===== config.mk =====
export PLATFORM = sky130hd
export DESIGN_NAME = id_decode_stage
export DESIGN_NICKNAME = d
export VERILOG_FILES = /design/src/rtl/id_decode_stage.sv
export SDC_FILE = /design/constraint.sdc
export NUM_CORES = 1
export LEC_CHECK = 0
export ABC_CLOCK_PERIOD_IN_PS = 4600
export BUFFER_PORTS_ARGS = -buffer_cell sky130_fd_sc_hd__buf_2
export CAP_MARGIN = 5
export CORE_UTILIZATION = 40
export DETAILED_ROUTE_END_ITERATION = 12
export PLACE_DENSITY = 0.66
export SETUP_SLACK_MARGIN = 0.5
export SYNTH_ARGS = -nofsm -noshare
export SYNTH_HDL_FRONTEND = slang
export SYNTH_SLANG_ARGS = --single-unit

===== constraint.sdc =====
create_clock -name i_clk -period 4.6 [get_ports i_clk]
set_clock_uncertainty 0.2 [all_clocks]
set_input_delay 0 -clock i_clk [delete_from_list [all_inputs] [get_ports i_clk]]
set_output_delay 0 -clock i_clk [all_outputs]
set_load 0.005 [all_outputs]

===== src/rtl/id_decode_stage.sv =====
// MIPS instruction-decode stage: splits each accepted word into fields, classifies it,
// resolves the write-back register and computes immediate/branch/jump values into one output register.
module id_decode_stage #(
  parameter int NB_ADDR = 32,
  parameter int NB_INST = 32,
  parameter int NB_REG  = 5,
  parameter int NB_DATA = 32
) (
  input  logic               i_clk,
  input  logic               i_reset,
  input  logic               i_valid,
  output logic               o_ready,
  input  logic [NB_ADDR-1:0] i_pc,
  input  logic [NB_INST-1:0] i_instruction,
  input  logic               i_flush,
  input  logic               i_ex_mem_read,
  input  logic [NB_REG-1:0]  i_ex_rt,
  output logic               o_valid,
  input  logic               i_ready,
  output logic               o_hazard_stall,
  output logic [5:0]         o_opcode,
  output logic [5:0]         o_funct,
  output logic [4:0]         o_shamt,
  output logic [NB_REG-1:0]  o_rs,
  output logic [NB_REG-1:0]  o_rt,
  output logic [NB_REG-1:0]  o_rd,
  output logic [1:0]         o_type,
  output logic [NB_DATA-1:0] o_imm_ext,
  output logic [NB_ADDR-1:0] o_branch_target,
  output logic [NB_ADDR-1:0] o_jump_target,
  output logic [NB_ADDR-1:0] o_pc,
  output logic [NB_INST-1:0] o_instruction
);

  typedef enum logic [1:0] {
    TYPE_R       = 2'b00,
    TYPE_I       = 2'b01,
    TYPE_J       = 2'b10,
    TYPE_ILLEGAL = 2'b11
  } inst_type_e;

  localparam logic [5:0] OP_RTYPE = 6'h00;
  localparam logic [5:0] OP_J     = 6'h02;
  localparam logic [5:0] OP_JAL   = 6'h03;
  localparam logic [5:0] OP_BEQ   = 6'h04;
  localparam logic [5:0] OP_BNE   = 6'h05;
  localparam logic [5:0] OP_ADDI  = 6'h08;
  localparam logic [5:0] OP_SLTI  = 6'h0A;
  localparam logic [5:0] OP_ANDI  = 6'h0C;
  localparam logic [5:0] OP_ORI   = 6'h0D;
  localparam logic [5:0] OP_XORI  = 6'h0E;
  localparam logic [5:0] OP_LUI   = 6'h0F;
  localparam logic [5:0] OP_LB    = 6'h20;
  localparam logic [5:0] OP_LH    = 6'h21;
  localparam logic [5:0] OP_LW    = 6'h23;
  localparam logic [5:0] OP_LBU   = 6'h24;
  localparam logic [5:0] OP_LHU   = 6'h25;
  localparam logic [5:0] OP_LWU   = 6'h27;
  localparam logic [5:0] OP_SB    = 6'h28;
  localparam logic [5:0] OP_SH    = 6'h29;
  localparam logic [5:0] OP_SW    = 6'h2B;

  logic [5:0]         opcode;
  logic [5:0]         funct;
  logic [4:0]         shamt;
  logic [15:0]        imm16;
  logic [NB_REG-1:0]  field_rs;
  logic [NB_REG-1:0]  field_rt;
  logic [NB_REG-1:0]  field_rd;

  assign opcode   = i_instruction[31:26];
  assign funct    = i_instruction[5:0];
  assign shamt    = i_instruction[10:6];
  assign imm16    = i_instruction[15:0];
  assign field_rs = NB_REG'(i_instruction[25:21]);
  assign field_rt = NB_REG'(i_instruction[20:16]);
  assign field_rd = NB_REG'(i_instruction[15:11]);

  inst_type_e         dec_type;
  logic [NB_REG-1:0]  dec_rd;
  logic [NB_REG-1:0]  dec_rs;
  logic [NB_REG-1:0]  dec_rt;
  logic               rt_used;

  always_comb begin
    dec_type = TYPE_ILLEGAL;
    dec_rd   = '0;
    rt_used  = 1'b0;
    case (opcode)
      OP_RTYPE: begin
        dec_type = TYPE_R;
        dec_rd   = field_rd;
        rt_used  = 1'b1;
      end
      OP_LB, OP_LH, OP_LW, OP_LBU, OP_LHU, OP_LWU,
      OP_ADDI, OP_SLTI, OP_ANDI, OP_ORI, OP_XORI, OP_LUI: begin
        dec_type = TYPE_I;
        dec_rd   = field_rt;
      end
      OP_SB, OP_SH, OP_SW, OP_BEQ, OP_BNE: begin
        dec_type = TYPE_I;
        rt_used  = 1'b1;
      end
      OP_J: begin
        dec_type = TYPE_J;
      end
      OP_JAL: begin
        dec_type = TYPE_J;
        dec_rd   = NB_REG'(31);
      end
      default: begin
        dec_type = TYPE_ILLEGAL;
      end
    endcase
  end

  // Illegal words report no source registers, so they can never trigger a load-use stall.
  assign dec_rs = (dec_type == TYPE_ILLEGAL) ? '0 : field_rs;
  assign dec_rt = (dec_type == TYPE_ILLEGAL) ? '0 : field_rt;

  logic [NB_DATA-1:0] dec_imm;

  always_comb begin
    dec_imm = NB_DATA'($signed(imm16));
    case (opcode)
      OP_ANDI, OP_ORI, OP_XORI: dec_imm = NB_DATA'(imm16);
      OP_LUI:                   dec_imm = NB_DATA'({imm16, 16'h0000});
      default:                  dec_imm = NB_DATA'($signed(imm16));
    endcase
  end

  logic [NB_ADDR-1:0] pc4;
  logic [NB_ADDR-1:0] branch_target;
  logic [NB_ADDR-1:0] jump_target;

  assign pc4           = i_pc + NB_ADDR'(4);
  assign branch_target = pc4 + NB_ADDR'($signed({imm16, 2'b00}));

  generate
    if (NB_ADDR > 28) begin : g_jump_wide
      assign jump_target = {pc4[NB_ADDR-1:28], i_instruction[25:0], 2'b00};
    end else begin : g_jump_narrow
      assign jump_target = {i_instruction[25:0], 2'b00};
    end
  endgenerate

  logic hazard;
  logic accept;

  assign hazard = i_valid && i_ex_mem_read && (i_ex_rt != '0) &&
                  ((i_ex_rt == dec_rs) || (rt_used && (i_ex_rt == dec_rt)));
  assign o_hazard_stall = hazard && !i_flush;
  assign o_ready        = (!o_valid || i_ready) && !o_hazard_stall;
  assign accept         = i_valid && o_ready && !i_flush;

  // Flush outranks acceptance; a drained register keeps its fields so downstream sees stable values.
  always_ff @(posedge i_clk) begin
    if (i_reset) begin
      o_valid         <= 1'b0;
      o_opcode        <= '0;
      o_funct         <= '0;
      o_shamt         <= '0;
      o_rs            <= '0;
      o_rt            <= '0;
      o_rd            <= '0;
      o_type          <= '0;
      o_imm_ext       <= '0;
      o_branch_target <= '0;
      o_jump_target   <= '0;
      o_pc            <= '0;
      o_instruction   <= '0;
    end else if (i_flush) begin
      o_valid <= 1'b0;
    end else if (accept) begin
      o_valid         <= 1'b1;
      o_opcode        <= opcode;
      o_funct         <= funct;
      o_shamt         <= shamt;
      o_rs            <= dec_rs;
      o_rt            <= dec_rt;
      o_rd            <= dec_rd;
      o_type          <= dec_type;
      o_imm_ext       <= dec_imm;
      o_branch_target <= branch_target;
      o_jump_target   <= jump_target;
      o_pc            <= i_pc;
      o_instruction   <= i_instruction;
    end else if (o_valid && i_ready) begin
      o_valid <= 1'b0;
    end
  end

endmodule


==> flow_summary.yaml <==
timing:
  slew_viol_final: 0
  finalHoldViolations: 0
  slew_headroom: 0.2309
  worst_pin_slew_ps: 1151
  setup_viol_count_final: 0
  max_clock_freq_mhz: 259.7
  fin_crit_ps: 3851
  rsz0062_at_grt: "no"
  fin_ws_ps: 749.4
  period_share: 0.8371
  holdWs_ps: 24.35
  tns_ps: 0
layout:
  syn_to_final_growth_pct: 28.93
  final_nets: 1412
  final_core_util: 0.5344
  drive_gt1_frac: 0.2661
  fin_area_sq_um: 10540
  n_antenna_cell: 0
  finalNonFillerCells: 1584
synth:
  synth_area_per_cell_sq_um: 7.806
  yosys_warnings: 0
  ys_top_cells_by_count: "nand2_1 (221), dfxtp_1 (148), a21oi_1 (140), buf_4 (52), nor2_1 (51)"
  synth_ff_type: "dfxtp_1"
  yosysMostFrequentCell: "nand2_1"
  synth_cells: 1047
  synth_edf_count: 0
  synth_top_area_share: 0.3625
  synth_cell_type_count: 69
  synth.largest_area_cell: "dfxtp_1"
  yosysSeqAreaShare: 0.3625
  ys_ff_latch: 148
  synth_area_leaders: "dfxtp_1 (36%), nand2_1 (10%), a21oi_1 (8.6%)"
  synth_area_sq_um: 8173
  async_reset_ff_frac: 0
route:
  vias: 8332
  firstDrtPassIters: 5
  finalWirelength_um: 26120
  drc: 0
  via_per_inst: 5.260
  drtIter0Drc: 446
  drtAntennaViolNets: 0
  wl_per_cell_um: 16.49
worst_setup_path:
  worstPathMaxFanout: 7
  max_stage_delay_ps: 570
  reg2reg_from: "o_valid"
  cp.required_ps: 4730
  cpMostUsedCell: "a21oi_1"
  cp_cell_sequence: "dlygate4sd3_1 -> buf_2 -> and3_1 -> and3_2 -> nor3b_1 -> buf_4 -> nand3_1 -> xnor2_1 -> ha_1 -> a21oi_1 -> o21ai_0 -> a31oi_1 -> o31a_1 -> a21oi_1 -> o211ai_1 -> a21boi_0 -> o21a_1 -> o41ai_1"
  path_delay_family: "compound AO/OA/AOI/OAI gates"
  start_kind: "input port"
  cp-end-kind: "register"
  cpMaxStageDelayCell: "dlygate4sd3_1"
  cp-startpoint: "i_pc[4]"
  critPathKind: "in -> reg"
  cp_num_buf_inv: 3
  crit_arrival_ps: 3980
floorplan:
  die_x_um: 144.9
  start_util: 0.4145
  core_sq_um: 19720
  dieArea_sq_um: 21010
  ios: 272
  rows: 51
  die_h_um: 144.9
power_and_ir_drop:
  p_seq_frac: 0.406
  internal-power_mw: 2.362
  p_sw_frac: 0.3111
  power_switching_mw: 1.066
  pwr-share-comb: 0.202
  power.total_mw: 3.428
  ir_worst_vdd_v: 0.0002552
  pwr-share-clk: 0.392
  p_leak_nw: 4.662
  p_per_area_nw_per_um2: 325.3
grt:
  grt_overflow_total: 0
  grt_antenna_before_repair: 0
  gr-usage-all-layers: 0.2439
  grt_max_degree: 120
  grt_first_pass_wirelength_um: 41120
  first_global_vias: 7681
placed_design:
  post-place-ws_ps: 755.0
  dp_hpwl_um: 18200
  globalplace.congestion: 0.8742
  place_inst: 1483
  placed_area_sq_um: 9266
  port_buffers: 269
clocking:
  cts.clk_slew.worst_paths_ps: 70
  htree_levels: 4
  cts_tree: "done"
  clock_latency_ps: 420
  root_buffer: "clkbuf_16"
  clkSinkCount: 148
  cts_buffer_depth: 2
  cts_inserted_buffers: 17
job:
  cap_violations: 0
hold_path:
  hp-class: "in -> reg"
  hold_start: "i_reset"
status:
  status: "finished clean"
-- timing repair --
item | 4_1_cts | 5_1_grt
buffers inserted | 0 | 3
hold buffers | 66 | 0
setup endpoints to repair | 0 | 4
resized for setup | 0 | 7
endpoints found under the hold margin | 121 | 0
-- worst register-to-register path, cell delays in order (launching register included) --
cell and delay (ps):
dfxtp_1 320, nand2b_1 130, o311ai_4 140, or3b_4 640
a211oi_1 320, dlygate4sd3_1 600
-- layout by cell type, fill, tap and decap left out, types with 4 or more instances in the layout --
| master | instances |
|---|---|
| dfxtp_1 | 148 |
| xor2_1 | 12 |
| o21bai_1 | 4 |
| nand2b_1 | 7 |
| dlygate4sd3_1 | 66 |
| and3_1 | 7 |
| xnor2_1 | 35 |
| buf_4 | 10 |
| a21o_1 | 8 |
| clkbuf_16 | 17 |
| buf_2 | 268 |
| inv_1 | 21 |
| ha_1 | 29 |
| or3_1 | 7 |
| nand2_2 | 10 |
| o211ai_1 | 8 |
| inv_6 | 6 |
| clkinvlp_4 | 4 |
| nand4_1 | 13 |
| nor3_1 | 31 |
| nand3_1 | 45 |
| nand3b_1 | 10 |
| nor2_1 | 51 |
| a211oi_1 | 31 |
| o21a_1 | 7 |
| nand2_1 | 221 |
| o21ai_0 | 15 |
| a21oi_1 | 139 |
| o22ai_1 | 4 |
| a21oi_2 | 12 |
-- power groups by stage --
stage / Sequential (mW) / Clock (mW) / Combinational [mW]
CTS: 1.39 / 1.37 / 0.685
global placement: 1.42 / 0 / 0.638
global route: 1.40 / 1.43 / 0.760
finish: 1.39 / 1.34 / 0.692
detailed placement: 1.42 / 0 / 0.638
floorplan: 1.43 / 0 / 0.412
-- path summary, 6_finish.rpt --
kind	depth (start not counted)	slack, ps	endpoint
setup / recovery	18	750	o_branch_target[26]
hold / removal	2	20	o_branch_target[0]
setup reg to reg	5	2190	o_valid
hold reg to reg	2	250	o_branch_target[9]
-- area by class of cell --
| type | count | area, sq um |
|---|---|---|
| Sequential cell | 148 | 2963 |
| Multi-Input combinational cell | 771 | 4479 |
| Clock buffer | 17 | 425.4 |
| Tap cell | 265 | 331.6 |
| Timing Repair Buffer | 346 | 2117 |
| Inverter | 22 | 82.58 |
| Clock inverter | 15 | 138.9 |
| Fill cell | 1871 | 9180 |
-- kinds of logic (layout without fill, tap and decap cells) --
logic type               Yosys count  count (layout)  synth area share
AO/OA/AOI/OAI                    264             264            0.2042
XOR/XNOR                          47              47           0.05037
adder cells (fa/ha/maj)           31              31           0.04838
buffers and inverters            129             400           0.09461
flip-flops                       148             148            0.3625
other                              1               2         0.0004588
AND/OR/NAND/NOR                  427             427            0.2394
-- state kept, by name (all words and copies together) (netlist names) --
| signal | count |
|---|---|
| o_rs | 5 |
| o_opcode | 6 |
| o_rd | 5 |
| o_valid | 1 |
| o_type | 2 |
| o_branch_target | 32 |
| o_jump_target | 4 |
| o_pc | 30 |
| o_shamt | 4 |
| o_funct | 5 |
| o_instruction | 17 |
| o_imm_ext | 32 |
| o_rt | 5 |
-- routing by layer --
| layer | share of wire | wire, um | track usage | vias up |
|---|---|---|---|---|
| li1 | - | - | - | 4115 |
| met3 | 0.062 | 1617 | 0.04843 | 36 |
| met1 | 0.44 | 11600 | 0.3195 | 3871 |
| met5 | 0 | 0 | 0 | - |
| met4 | 0.019 | 502 | 0.06809 | 0 |
| met2 | 0.47 | 12400 | 0.4043 | 310 |
Power figures use the tool's default switching activity.
